**config.mk**
```make
export PLATFORM = sky130hd
export DESIGN_NAME = img_downscale
export DESIGN_NICKNAME = d
export VERILOG_FILES = /design/src/rtl/img_downscale.sv
export SDC_FILE = /design/constraint.sdc
export NUM_CORES = 1
export LEC_CHECK = 0
export CAP_MARGIN = 15
export CELL_PAD_IN_SITES_DETAIL_PLACEMENT = 1
export CELL_PAD_IN_SITES_GLOBAL_PLACEMENT = 2
export CORE_AREA = 3 3 139 241
export CTS_CLUSTER_SIZE = 14
export DETAILED_ROUTE_END_ITERATION = 6
export DIE_AREA = 0 0 142 244
export GPL_ROUTABILITY_DRIVEN = 0
export PLACE_DENSITY = 0.65
export SETUP_SLACK_MARGIN = 0.02
export SYNTH_ARGS = -nofsm -noshare
export SYNTH_HDL_FRONTEND = slang
export SYNTH_SLANG_ARGS = --single-unit
```
**constraint.sdc**
```tcl
create_clock -name clk -period 4.4 [get_ports clk]
set_input_delay 1.32 -clock clk [delete_from_list [all_inputs] [get_ports clk]]
set_output_delay 1.32 -clock clk [all_outputs]
set_load 0.05 [all_outputs]
```
**src/rtl/img_downscale.sv**
```systemverilog
`default_nettype none
// ============================================================================
// Module   : img_downscale
// Brief    : Reads a SRC_W x SRC_H source image from a 1-cycle-latency ROM
//            and writes a 1/f scaled image (f = 1, 2 or 4) to a RAM, either
//            by top-left decimation or by f x f block averaging.
// Revision : 1.0 - initial release
// ============================================================================
module img_downscale #(
    parameter int SRC_W  = 160,
    parameter int SRC_H  = 120,
    parameter int PIX_W  = 8,
    parameter int ADDR_W = 19
) (
    input  logic              clk,
    input  logic              rst,
    input  logic              start,
    input  logic [2:0]        fator,
    input  logic              mode,
    input  logic [PIX_W-1:0]  pixel_rom,
    output logic [ADDR_W-1:0] rom_addr,
    output logic [ADDR_W-1:0] ram_addr,
    output logic [PIX_W-1:0]  ram_data,
    output logic              ram_we,
    output logic              busy,
    output logic              done,
    output logic              err
);

    localparam int c_CW = 16;          // output coordinate counter width
    localparam int c_AW = PIX_W + 4;   // accumulator width, holds 16 full-scale samples

    typedef enum logic [2:0] {
        IDLE  = 3'd0,
        READ  = 3'd1,
        DRAIN = 3'd2,
        WRITE = 3'd3,
        FIN   = 3'd4
    } state_t;

    state_t            r_state;
    logic [1:0]        r_sh;          // log2 of the latched scale factor
    logic              r_mode;
    logic [c_CW-1:0]   r_ox;
    logic [c_CW-1:0]   r_oy;
    logic [2:0]        r_dx;
    logic [2:0]        r_dy;
    logic [c_AW-1:0]   r_acc;
    logic              r_rd_pend;     // a ROM read was issued last cycle
    logic [ADDR_W-1:0] r_pix_base;    // source address of the current block's top-left
    logic [ADDR_W-1:0] r_row_base;    // source address of the current output row's first block
    logic [ADDR_W-1:0] r_out_addr;    // next destination address, row-major

    logic              w_fator_ok;
    logic [1:0]        w_sh_new;
    logic [2:0]        w_fm1;
    logic [c_CW-1:0]   w_ow;
    logic [c_CW-1:0]   w_oh;
    logic              w_last_rd;
    logic [c_AW-1:0]   w_sum;
    logic [2:0]        w_shift;
    logic [ADDR_W-1:0] w_row_step;
    logic [ADDR_W-1:0] w_col_step;
    logic [ADDR_W-1:0] w_blk_step;

    // Decode the requested factor, derive frame geometry and address steps by shifting only
    always_comb begin
        w_fator_ok = (fator == 3'd1) || (fator == 3'd2) || (fator == 3'd4);
        w_sh_new   = (fator == 3'd4) ? 2'd2 : ((fator == 3'd2) ? 2'd1 : 2'd0);
        w_fm1      = (3'd1 << r_sh) - 3'd1;
        w_ow       = c_CW'(SRC_W >> r_sh);
        w_oh       = c_CW'(SRC_H >> r_sh);
        w_last_rd  = !r_mode || ((r_dx == w_fm1) && (r_dy == w_fm1));
        w_sum      = r_acc + c_AW'(pixel_rom);
        w_shift    = r_mode ? {r_sh, 1'b0} : 3'd0;
        w_row_step = ADDR_W'(SRC_W) << r_sh;
        w_col_step = ADDR_W'(1) << r_sh;
        w_blk_step = ADDR_W'(SRC_W) - ADDR_W'(w_fm1);
    end

    // Frame sequencer: READ issues addresses, DRAIN folds in the last sample, WRITE emits a pixel
    always_ff @(posedge clk or negedge rst) begin
        if (!rst) begin
            r_state    <= IDLE;
            r_sh       <= 2'd0;
            r_mode     <= 1'b0;
            r_ox       <= '0;
            r_oy       <= '0;
            r_dx       <= 3'd0;
            r_dy       <= 3'd0;
            r_acc      <= '0;
            r_rd_pend  <= 1'b0;
            r_pix_base <= '0;
            r_row_base <= '0;
            r_out_addr <= '0;
            rom_addr   <= '0;
            ram_addr   <= '0;
            ram_data   <= '0;
            ram_we     <= 1'b0;
            busy       <= 1'b0;
            done       <= 1'b0;
            err        <= 1'b0;
        end else begin
            done <= 1'b0;
            err  <= 1'b0;
            case (r_state)
                IDLE: begin
                    if (start) begin
                        if (w_fator_ok) begin
                            r_sh       <= w_sh_new;
                            r_mode     <= mode;
                            r_ox       <= '0;
                            r_oy       <= '0;
                            r_dx       <= 3'd0;
                            r_dy       <= 3'd0;
                            r_acc      <= '0;
                            r_rd_pend  <= 1'b0;
                            r_pix_base <= '0;
                            r_row_base <= '0;
                            r_out_addr <= '0;
                            rom_addr   <= '0;
                            busy       <= 1'b1;
                            r_state    <= READ;
                        end else begin
                            err <= 1'b1;
                        end
                    end
                end
                READ: begin
                    r_rd_pend <= 1'b1;
                    if (r_rd_pend) begin
                        r_acc <= w_sum;
                    end
                    if (w_last_rd) begin
                        r_dx    <= 3'd0;
                        r_dy    <= 3'd0;
                        r_state <= DRAIN;
                    end else if (r_dx == w_fm1) begin
                        r_dx     <= 3'd0;
                        r_dy     <= r_dy + 3'd1;
                        rom_addr <= rom_addr + w_blk_step;
                    end else begin
                        r_dx     <= r_dx + 3'd1;
                        rom_addr <= rom_addr + ADDR_W'(1);
                    end
                end
                DRAIN: begin
                    r_rd_pend  <= 1'b0;
                    ram_data   <= PIX_W'(w_sum >> w_shift);
                    ram_addr   <= r_out_addr;
                    ram_we     <= 1'b1;
                    r_out_addr <= r_out_addr + ADDR_W'(1);
                    r_state    <= WRITE;
                end
                WRITE: begin
                    ram_we <= 1'b0;
                    r_acc  <= '0;
                    if (r_ox == w_ow - c_CW'(1)) begin
                        r_ox <= '0;
                        if (r_oy == w_oh - c_CW'(1)) begin
                            busy    <= 1'b0;
                            done    <= 1'b1;
                            r_state <= FIN;
                        end else begin
                            r_oy       <= r_oy + c_CW'(1);
                            r_row_base <= r_row_base + w_row_step;
                            r_pix_base <= r_row_base + w_row_step;
                            rom_addr   <= r_row_base + w_row_step;
                            r_state    <= READ;
                        end
                    end else begin
                        r_ox       <= r_ox + c_CW'(1);
                        r_pix_base <= r_pix_base + w_col_step;
                        rom_addr   <= r_pix_base + w_col_step;
                        r_state    <= READ;
                    end
                end
                FIN: begin
                    r_state <= IDLE;
                end
                default: begin
                    r_state <= IDLE;
                end
            endcase
        end
    end

endmodule
`default_nettype wire

```
==> summary.md, run 1 <==
| Metric | Value |
|---|---|
| HPWL reported at the end of detailed placement | 22.7 mm |
| Grt met3 use | 0.0278 |
| Critical path required time | 4.73 ns |
| Post-synth top flop | dfrtp_1 |
| DRC violations left | 0 |
| Path category of the worst min-delay check | flop to flop |
| Pin count of the biggest net entering global routing | 81 |
| Power density over the cells | 282 nW/um^2 |
| Switching share of power | 0.241 |
| Via/cell ratio | 5.25 |
| Max Clock Skew | 0.0117 ns |
| Crit path launch type | flop |
| Worst-path clk slew | 0.07 ns |
| Die Area | 34,600 um^2 |
| Outcome | finished, final reports clean |
| Area of the mapped netlist | 9460 um^2 |
| Remaining antenna violation count after routing | 0 |
| Die width | 142 um |
| Max Cap Violations | 0 |
| Design Area, Final | 11,200 um^2 |
| Final Cycle Share | 0.870 |
| Placement Rows | 86 |
| ANT cells | 0 |
| Dpl cell area | 10,600 um^2 |
| Area growth syn-to-layout | 18.9% |
| Yosys Warn Count | 0 |
| Combinational share of power | 0.032 |
| Post-Syn Instances | 1,070 |
| Final min period | 3.83 ns |
| CORE AREA | 31,700 um^2 |
| Vias in the first global route | 8,749 |
| M1 GR Usage | 0.204 |
| CP Capture Type | flop |
| GR Util met2 | 0.354 |
| Final wirelength | 30.5 mm |
| VDD IR max | 0.239 mV |
| Worst Setup Path Type | flop to flop |
| Cell Int Power | 2.40 mW |
| Post-Syn Nets | 1,127 |
| Layout cell share with drive strength beyond 1 | 0.0696 |
| DR WL/cell | 19.8 um |
| Clk pwr share | 0.505 |
| Post-CTS sizing | 0 |
| CTS tree | done |
| Crit-path max FO | 6 |
| Cell variety after synth | 73 |
| CTS max path bufs | 2 |
| GRT Resource Usage Total | 0.184 |
| H-Tree Depth | 4 |
| LEAKAGE | 4.87 nW |
| Fmax | 261 MHz |
| Die height | 244 um |
| PortBufs | 64 |
| Post-CTS Setup Bufs | 0 |
| First-pass GRT wire length | 49.9 mm |
| Clk sinks | 159 |
| Final Hold Fails | 0 |
| Initial drt markers | 281 |
| WP data arrival | 4.15 ns |
| Post-synth EDFFs | 0 |
| Net Switching | 765 uW |
| Total grt overflow | 0 |
| Final Slew Violations | 0 |
| Via count | 8,124 |
| Register area share after synthesis | 0.421 |
| Final setup violating endpoints | 0 |
| Setup slack, reg-to-reg | 0.57 ns |
| Most Crowded Layer GR | met2 |
| # hold bufs at CTS | 0 |
| Total Power | 3.17 mW |
| Syn avg cell area | 8.84 um^2 |
| Root Driver | clkbuf_16 |
| Detailed Routing Iterations Pass 1 | 4 |
| Total Neg Setup Slack | 0 ns |
| Least-Margin Pin Slew | 1.06 ns |
| Initial Utilization | 0.298 |
| Sequential Power Share | 0.463 |
| CTS Buf Count | 17 |
| Antenna violations before repair | 0 |
| Worst slew margin | 0.293 |
| Post-synthesis register bit count | 159 |
| Nets@finish | 1,194 |
| Async SR Flop Fraction | 1.00 |
| Ports | 65 |
| Insertion delay to the later sink of the worst-skew pair | 0.45 ns |
| RSZ-0062 raised after global routing | false |
[worst max-delay path, cell delays in order (launching register included)]
cell and delay (ns):
dfrtp_1 0.38, inv_1 0.12, ha_1 0.24, buf_4 0.16, nor2b_1 0.10, mux2i_1 0.10
nor2_1 0.27, nand2_1 0.12, ha_1 0.23, inv_1 0.08, fa_1 0.19, nand2b_1 0.17
a21oi_1 0.11, o41ai_1 0.69, nor2_1 0.16, nand4_1 0.15, nor4_1 0.05, a2111o_1 0.37
[routing by layer]
metal / wire length [um] / vias to the layer above
li1: - / 3914
met1: 12100 / 4091
met2: 17400 / 91
met3: 582 / 28
met4: 533 / 0
met5: 0 / -
[cells by family after synthesis]
family                     count (synthesis)  share of synthesized area
and+or+nand+nor                          467                      0.234
DFF                                      159                      0.421
xor gates and xnor gates                  92                     0.0852
muxes                                     13                     0.0148
AOI/OAI and AO/OA                        229                      0.157
adders and majority gates                 42                     0.0587
buffers and inverters                     68                     0.0291
[cell usage after synthesis (all sizes together), types with 3 or more instances]
cell type	instances	area (um^2)
nand2	182	683
dfrtp	159	3980
nor2	99	374
o21ai	80	400
xor2	53	464
nand3	49	250
a21oi	39	195
xnor2	39	342
ha	38	475
clkbuf	36	135
nor3	24	135
and3	22	138
inv	21	78.8
nand4	18	119
o31ai	17	128
a21o	14	105
and2	12	75.1
a211oi	11	92.6
and4	11	96.3
a22o	10	87.6
buf	10	57.6
nor2b	10	62.6
o211ai	9	67.6
mux2i	8	80.1
nand2b	8	50.1
nor4	8	56.3
or3	8	50.1
o21a	6	45.0
or4	6	45.0
mux2	5	60.1
o22ai	5	31.3
fa	4	80.1
a211o	3	26.3
a22oi	3	22.5
a31oi	3	18.8
o22a	3	26.3
[power by group through the flow]
stage | logic [mW] | registers, mW | clock network [mW]
final | 0.102 | 1.47 | 1.60
after global routing | 0.115 | 1.47 | 1.72
after CTS | 0.106 | 1.47 | 1.65
after detailed placement | 0.106 | 1.50 | 0
after global placement | 0.105 | 1.50 | 0
after floorplan | 0.0225 | 1.51 | 0
[registers in the layout, indices dropped and copies added (netlist names), 8 cells and up]
register / cells
r_acc: 12
r_out_addr: 19
r_ox: 16
r_oy: 16
r_pix_base: 19
r_row_base: 14
ram_addr: 19
ram_data: 8
rom_addr: 19
[area by class of cell]
type                            instances  area [um^2]
Inverter                               22         82.6
Tap cell                              396          495
Fill cell                            3687        20500
Sequential cell                       159         3980
Clock inverter                         14          184
Clock buffer                           18          429
Timing Repair Buffer                   94          867
Multi-Input combinational cell        843         5210
[through the flow]
step / setup slack, ns / utilization / std cells / hold slack [ns]
after CTS: 0.524 / 0.354 / 1546 / 0.482
final: 0.574 / 0.354 / 1546 / 0.476
after global placement: 0.459 / 0.335 / 1514 / 0.459
after global routing: 0.0773 / 0.354 / 1546 / 0.499
after floorplan: 0.600 / - / 1070 / 0.442
after detailed placement: 0.456 / 0.335 / 1514 / 0.464
[cells in the final DEF, fill, tap and decap left out, drive strengths merged, types with 4 or more instances in the layout]
| cell | Yosys | final |
|---|---|---|
| or4 | 6 | 6 |
| inv | 21 | 25 |
| xor2 | 53 | 53 |
| o21ai | 80 | 80 |
| clkdlybuf4s50 | 0 | 63 |
| o21a | 6 | 6 |
| nor4 | 8 | 8 |
| dfrtp | 159 | 159 |
| nor2 | 99 | 99 |
| xnor2 | 39 | 39 |
| buf | 10 | 31 |
| o22ai | 5 | 5 |
| nor2b | 10 | 10 |
| a21o | 14 | 14 |
| nand3 | 49 | 49 |
| and2 | 12 | 12 |
| a21oi | 39 | 39 |
| nand4 | 18 | 18 |
| clkbuf | 36 | 18 |
| clkinv | 1 | 7 |
| and3 | 22 | 22 |
| or3 | 8 | 8 |
| o211ai | 9 | 9 |
| a22o | 10 | 10 |
| nand2b | 8 | 8 |
| ha | 38 | 38 |
| and4 | 11 | 11 |
| mux2 | 5 | 5 |
| nor3 | 24 | 24 |
| o31ai | 17 | 17 |
| nand2 | 182 | 182 |
| mux2i | 8 | 8 |
| a211oi | 11 | 11 |
| fa | 4 | 4 |
[final timing paths]
| check | startpoint | endpoint | cells past startpoint |
|---|---|---|---|
| worst max-delay path | r_sh[1] | rom_addr[16] | 17 |
| worst min-delay path | ram_addr[15] | ram_addr[15] | 2 |
| worst max register to register | r_sh[1] | rom_addr[16] | 17 |
| worst min register to register | ram_addr[15] | ram_addr[15] | 2 |
| max in group asynchronous | rst | r_ox[0] | 2 |
| min in group asynchronous | rst | ram_addr[11] | 1 |
Power figures use the tool's default switching activity.
==> inputs of run 2 (changes only) <==
CTS_BUF_LIST = sky130_fd_sc_hd__clkbuf_4   (was unset)
PLACE_DENSITY = 0.66   (was 0.65)
clock period = 3.3 ns   (was 4.4 ns; I/O delays follow)
==> run 2 against run 1 <==
Effect of this change: sequential share of layout area is 2.0 points lower; final cell count is 5.7% higher; first-iteration DRC count is 11% higher; combinational power is 49% higher; routed wire length stayed put; core utilization is 2.1 points higher; via count is 3.8% higher; clock power is 19% lower.
==> summary.md, run 2 (same netlist as run 1, synthesis figures left out) <==
| Metric | Value |
|---|---|
| Antenna violations before repair | 1 (+1) |
| # hold bufs at CTS | 0 (unchanged) |
| Initial drt markers | 312 (+11%) |
| Final setup violating endpoints | 0 (unchanged) |
| Initial Utilization | 0.298 (unchanged) |
| PortBufs | 64 (unchanged) |
| Die height | 244 um (unchanged) |
| Crit-path max FO | 5 (-1) |
| Area growth syn-to-layout | 26.1% |
| Final wirelength | 30.5 mm (unchanged) |
| Worst slew margin | 0.321 (+0.0276) |
| Pin count of the biggest net entering global routing | 58 (-28%) |
| Dpl cell area | 11,300 um^2 (+6.5%) |
| Crit path launch type | flop |
| Detailed Routing Iterations Pass 1 | 4 (unchanged) |
| Area of the multi-input gates | 5500 um^2 (+5.5%) |
| DRC violations left | 0 (unchanged) |
| Design Area, Final | 11,900 um^2 (+6.1%) |
| Nets@finish | 1,281 (+7.3%) |
| Max Clock Skew | 0.0225 ns (+0.0108 ns) |
| Die Area | 34,600 um^2 (unchanged) |
| Layout cell share with drive strength beyond 1 | 0.171 (+0.101) |
| Final WS setup | 0.00270 ns (-0.571 ns) |
| H-Tree Depth | 4 (unchanged) |
| Final Cycle Share | 0.999 (+0.130) |
| Vias in the first global route | 9,138 (+4.4%) |
| Layout filler cell count | 3,749 (+1.7%) |
| Ports | 65 (unchanged) |
| Fmax | 303 MHz (+16%) |
| Final Hold Fails | 0 (unchanged) |
| WP data arrival | 3.82 ns (-0.33 ns) |
| Critical path required time | 3.83 ns (-0.90 ns) |
| Worst Setup Path Type | flop to flop |
| Root Driver | clkbuf_4 |
| DR WL/cell | 18.7 um (-5.4%) |
| Placement Rows | 86 (unchanged) |
| Path category of the worst min-delay check | input port to async pin |
| Worst-path clk slew | 0.16 ns (+0.09 ns) |
| VDD IR max | 0.204 mV (-14%) |
| Total grt overflow | 0 (unchanged) |
| First-pass GRT wire length | 49.9 mm (-0.12%) |
| GRT Resource Usage Total | 0.183 (-0.000734) |
| CTS tree | done |
| Max Cap Violations | 0 (unchanged) |
| Die width | 142 um (unchanged) |
| Commonest cells after routing, fill and taps aside | nand2_1 (180), dfrtp_1 (158), buf_4 (111) |
| Outcome | finished, final reports clean |
| Register area | 3980 um^2 (about the same) |
| Final min period | 3.30 ns (-0.529 ns) |
| Most common cell after layout, fill and taps aside | nand2_1 |
| Via/cell ratio | 5.16 (-1.8%) |
| CORE AREA | 31,700 um^2 (unchanged) |
| Remaining antenna violation count after routing | 0 (unchanged) |
| Dpl ws | -0.186 ns (-0.642 ns) |
| Least-Margin Pin Slew | 1.02 ns (-0.0414 ns) |
| Via count | 8,429 (+3.8%) |
| Clk sinks | 159 (unchanged) |
| Power density over the cells | 286 nW/um^2 (+1.6%) |
| CTS Buf Count | 17 (unchanged) |
| HPWL reported at the end of detailed placement | 22.9 mm (+1.1%) |
| CP Capture Type | flop |
| Final Slew Violations | 0 (unchanged) |
| LEAKAGE | 5.21 nW (+7.2%) |
| Insertion delay to the later sink of the worst-skew pair | 0.64 ns (+0.19 ns) |
| CTS max path bufs | 2 (unchanged) |
| RSZ-0062 raised after global routing | true |
| Worst hold slack | 0.322 ns (-0.154 ns) |
run 2: metrics by stage:
| stage | setup TNS, ns | util | power (mW) | std cells |
|---|---|---|---|---|
| 3_3_place_gp | -1.25 | 0.357 | 2.15 | 1590 |
| 4_1_cts | -0.0108 | 0.369 | 3.49 | 1625 |
| 2_1_floorplan | -0.0661 | - | 2.04 | 1070 |
| 5_1_grt | -0.338 | 0.376 | 3.57 | 1634 |
| 6_report | 0 | 0.376 | 3.41 | 1634 |
| 3_5_place_dp | -1.87 | 0.357 | 2.15 | 1590 |
run 2: metal layers:
| metal | share of wire | wire length, um | track usage |
|---|---|---|---|
| met5 | 0 | 0 | 0 |
| met4 | 0.024 | 719 | 0.0602 |
| met2 | 0.56 | 17200 | 0.348 |
| met3 | 0.017 | 526 | 0.0274 |
| met1 | 0.40 | 12100 | 0.203 |
run 2: what timing repair did:
action	4_1_cts	5_1_grt
hold endpoints to repair	0	0
pin swaps	5	17
buffers inserted	3	9
endpoints found under the setup margin	7	13
resized for setup	8	35
run 2: cell type report:
| class | count | share of cell area |
|---|---|---|
| inverter | 22 | 0.00724 |
| sequential | 159 | 0.334 |
| clock inverter | 14 | 0.0132 |
| multi-input combinational | 843 | 0.461 |
| clock buffer | 18 | 0.0113 |
| antenna | 1 | 0.000210 |
| timing repair buffer | 181 | 0.132 |
| tap | 396 | 0.0415 |
run 2: power by group:
group	internal (mW)	total, mW	switching [mW]
combinational	0.0583	0.152	0.0941
clock	0.472	1.30	0.831
sequential	1.95	1.96	0.00328
run 2: critical path: stages, from the launching register on:
cell,delay [ns]
dfrtp_1,0.42
inv_4,0.07
ha_4,0.17
xnor2_2,0.17
mux2i_2,0.34
nor2_4,0.09
nand2_2,0.10
ha_4,0.14
inv_2,0.03
fa_2,0.33
nand2b_4,0.16
a21oi_4,0.15
o41ai_4,0.11
nor2_1,0.15
nand2_1,0.09
and3_4,0.18
or4_4,0.47
run 2: path summary, 6_finish.rpt:
check                       startpoint      endpoint  slack (ns)  cells past startpoint
max                            r_sh[1]  rom_addr[12]       0.003                     16
min                                rst      r_acc[2]        0.32                      1
max reg2reg                    r_sh[1]  rom_addr[12]       0.003                     16
min reg2reg                ram_addr[2]   ram_addr[2]        0.49                      2
max in group asynchronous          rst  rom_addr[10]        2.27                      2
min in group clk           ram_addr[2]   ram_addr[2]        0.49                      2
==> inputs of run 3 (changes only) <==
==> constraint.sdc (replaced) <==
create_clock -name clk -period 3.3 [get_ports clk]
set_input_delay 0.495 -clock clk [delete_from_list [all_inputs] [get_ports clk]]
set_output_delay 0.495 -clock clk [all_outputs]
set_load 0.05 [all_outputs]
==> run 3 against run 2 <==
Effect of this change: the flow now finishes with violations (setup timing); worst setup slack got worse by 0.058 ns; non-clock buffer count fell by 51; clock-buffer cell count rose by 1; critical path depth fell by 1; register-to-register slack got worse by 0.06 ns; critical endpoint unchanged.
==> summary.md, run 3 (same netlist as run 1, synthesis figures left out) <==
| Metric | Value |
|---|---|
| Outcome | finished with violations |
| Setup slack, reg-to-reg | -0.06 ns (-0.06 ns) |
| Capture point of the worst reg-to-reg path | rom_addr[12] |
| CORE AREA | 31,700 um^2 (unchanged) |
| Via/cell ratio | 5.20 (+0.71%) |
| Nets@finish | 1,230 (-4.0%) |
| Wire length on met1 | 12.0 mm (-0.89%) |
| Failing checks | setup timing |
| Die Area | 34,600 um^2 (unchanged) |
| Layout cell share with drive strength beyond 1 | 0.121 (-0.0500) |
| HPWL reported at the end of detailed placement | 22.7 mm (-0.71%) |
| Layout filler cell count | 3,726 (-0.61%) |
| VDD IR max | 0.258 mV (+26%) |
| CTS max path bufs | 2 (unchanged) |
| LEAKAGE | 4.94 nW (-5.2%) |
| Critical path origin | r_sh[0] |
| Most used cell, CP | ha_4 |
| DR WL/cell | 19.2 um (+3.0%) |
| CP peak stage delay | 0.49 ns (+0.02 ns) |
| Commonest cells after routing, fill and taps aside | nand2_1 (180), dfrtp_1 (158), nor2_1 (97) |
| R2r startpoint | r_sh[0] |
| Final setup violating endpoints | 1 (+1) |
| H-Tree Depth | 4 (unchanged) |
| PortBufs | 64 (unchanged) |
| Max Clock Skew | 0.0313 ns (+0.00888 ns) |
| Slowest CP cell | dfrtp_2 |
| Combinational share of power | 0.042 (-0.003) |
| Clk sinks | 159 (unchanged) |
| Final Cycle Share | 1.02 (+0.0176) |
| Vias in the first global route | 8,672 (-5.1%) |
| Max Cap Violations | 0 (unchanged) |
| Root Driver | clkbuf_4 |
| Levels on crit path | 15 (-1) |
| WP data arrival | 3.87 ns (+0.05 ns) |
| R2R depth | 15 (-1) |
| CTS tree | done |
| Path category of the worst min-delay check | input port to flop |
| CP Capture Type | flop |
| Final WS setup | -0.0553 ns (-0.0580 ns) |
| Bufs and invs on worst path | 1 (-1) |
| Remaining antenna violation count after routing | 0 (unchanged) |
| Crit path launch type | flop |
| Placement Rows | 86 (unchanged) |
| Highest routed layer | met4 |
| Total grt overflow | 0 (unchanged) |
| GRT Resource Usage Total | 0.180 (-0.00236) |
| CTS Buf Count | 17 (unchanged) |
| Post-layout util | 0.359 (-0.0166) |
| Net Switching | 907 uW (-2.2%) |
| Initial drt markers | 292 (-6.4%) |
| Final Hold Fails | 0 (unchanged) |
| Least-Margin Pin Slew | 1.08 ns (+0.0619 ns) |
| Worst hold slack | 0.390 ns (+0.0683 ns) |
| Detailed Routing Iterations Pass 1 | 6 (+2) |
| Area growth syn-to-layout | 20.6% |
| Worst-path clk slew | 0.15 ns (about the same) |
| Power density over the cells | 296 nW/um^2 (+3.5%) |
| Via count | 8,229 (-2.4%) |
| Most common cell after layout, fill and taps aside | nand2_1 |
| CP Capture Point | rom_addr[12] |
| Area of the multi-input gates | 5400 um^2 (-1.7%) |
| Clk pwr share | 0.379 (-0.003) |
| Die height | 244 um (unchanged) |
| Met3 WL | 582 um (+11%) |
| Worst Setup Path Type | flop to flop |
| Final min period | 3.36 ns (+0.0580 ns) |
| Crit-path max FO | 4 (-1) |
| Sequential Power Share | 0.579 (+0.005) |
| Antenna violations before repair | 2 (+1) |
| CP Cell Sequence | ha_4 > xnor2_4 > mux2i_4 > nor2_4 > nand2_2 > ha_4 > inv_2 > fa_2 > nand2b_4 > a21oi_4 > o41ai_4 > nor2_1 > nand2_1 > and3_1 > or4_1 |
| Ports | 65 (unchanged) |
| DRC violations left | 0 (unchanged) |
| Cell Int Power | 2.47 mW (-0.57%) |
| Fmax | 298 MHz (-1.7%) |
| RSZ-0062 raised after global routing | true |
| Initial Utilization | 0.298 (unchanged) |
| Critical path required time | 3.81 ns (-0.02 ns) |
| Worst slew margin | 0.280 (-0.0413) |
| Top delay family on crit path | simple AND/OR/NAND/NOR gates |
| First-pass GRT wire length | 49.0 mm (-1.7%) |
| Routed wl met2 | 17.3 mm (+0.83%) |
| Switching share of power | 0.269 (-0.00330) |
| Final Slew Violations | 0 (unchanged) |
| Die width | 142 um (unchanged) |
| Pin count of the biggest net entering global routing | 74 (+28%) |
| Final wirelength | 30.5 mm (-0.18%) |
| Register area | 3980 um^2 (unchanged) |
| Insertion delay to the later sink of the worst-skew pair | 0.65 ns (about the same) |
[run 3: cell types whose count changed in the layout (fill, tap and decap cells not counted), sizes merged]
cell         previous run  this run
clkinv                  3         5
buf                   118        66
dlygate4sd3             0         1
clkinvlp                4         3
clkbuf                 18        19
inv                    27        25
diode                   1         2
[run 3: layout make-up]
type                       count  area share
timing repair buffer         130       0.101
antenna                        2    0.000439
multi-input combinational    843       0.474
clock buffer                  19      0.0125
clock inverter                13      0.0122
inverter                      22     0.00768
sequential                   159       0.349
tap                          396      0.0434
[run 3: worst min path at each step]
stage	start	endpoint	slack, ns	cells after the start
2_1_floorplan	rst	busy	0.20	0
3_3_place_gp	ram_addr[1]	ram_addr[1]	0.46	2
3_5_place_dp	r_rd_pend	r_rd_pend	0.46	2
4_1_cts	mode	r_mode	0.33	3
5_1_grt	mode	r_mode	0.34	3
6_report	mode	r_mode	0.39	3
[run 3: metrics by stage]
step | cells | power, mW | setup WS [ns] | TNS [ns] | instance area (um^2)
floorplan | 1070 | 2.04 | -0.0661 | -0.0661 | 9540
CTS | 1576 | 3.45 | 0.00716 | 0 | 11200
global route | 1584 | 3.54 | -0.182 | -0.571 | 11400
finish | 1584 | 3.38 | -0.0553 | -0.0553 | 11400
detailed placement | 1542 | 2.14 | -0.0221 | -0.0221 | 10900
global placement | 1542 | 2.14 | 0.0711 | 0 | 10900
[run 3: power by group through the flow]
stage / clock (mW) / sequential [mW] / combinational (mW)
after floorplan: 0 / 2.01 / 0.0300
final: 1.28 / 1.96 / 0.141
after detailed placement: 0 / 1.99 / 0.146
after CTS: 1.35 / 1.96 / 0.147
after global routing: 1.42 / 1.96 / 0.157
after global placement: 0 / 1.99 / 0.145
[run 3: worst register-to-register path, delay by kind of cell, from the launching register on]
family / cells / cell delay (ns)
AND/OR/NAND/NOR: 7 / 1.20
flip-flops: 1 / 0.49
XOR/XNOR: 1 / 0.20
buffers and inverters: 1 / 0.04
AO/OA/AOI/OAI: 2 / 0.31
multiplexers: 1 / 0.30
adder cells (fa/ha/maj): 3 / 0.73
[run 3: what timing repair did]
| action | 4_1_cts | 5_1_grt |
|---|---|---|
| pin swaps | 5 | 15 |
| hold buffers | 1 | 0 |
| cloned | 0 | 0 |
| setup buffers | 1 | 6 |
| gates resized for setup | 2 | 26 |
| hold endpoints to repair | 69 | 0 |
| setup endpoints to repair | 4 | 16 |
[run 3: routing by layer]
metal | global-route usage | up-vias
met5 | 0 | -
met2 | 0.348 | 91
li1 | - | 3972
met4 | 0.0534 | 0
met3 | 0.0274 | 30
met1 | 0.199 | 4136
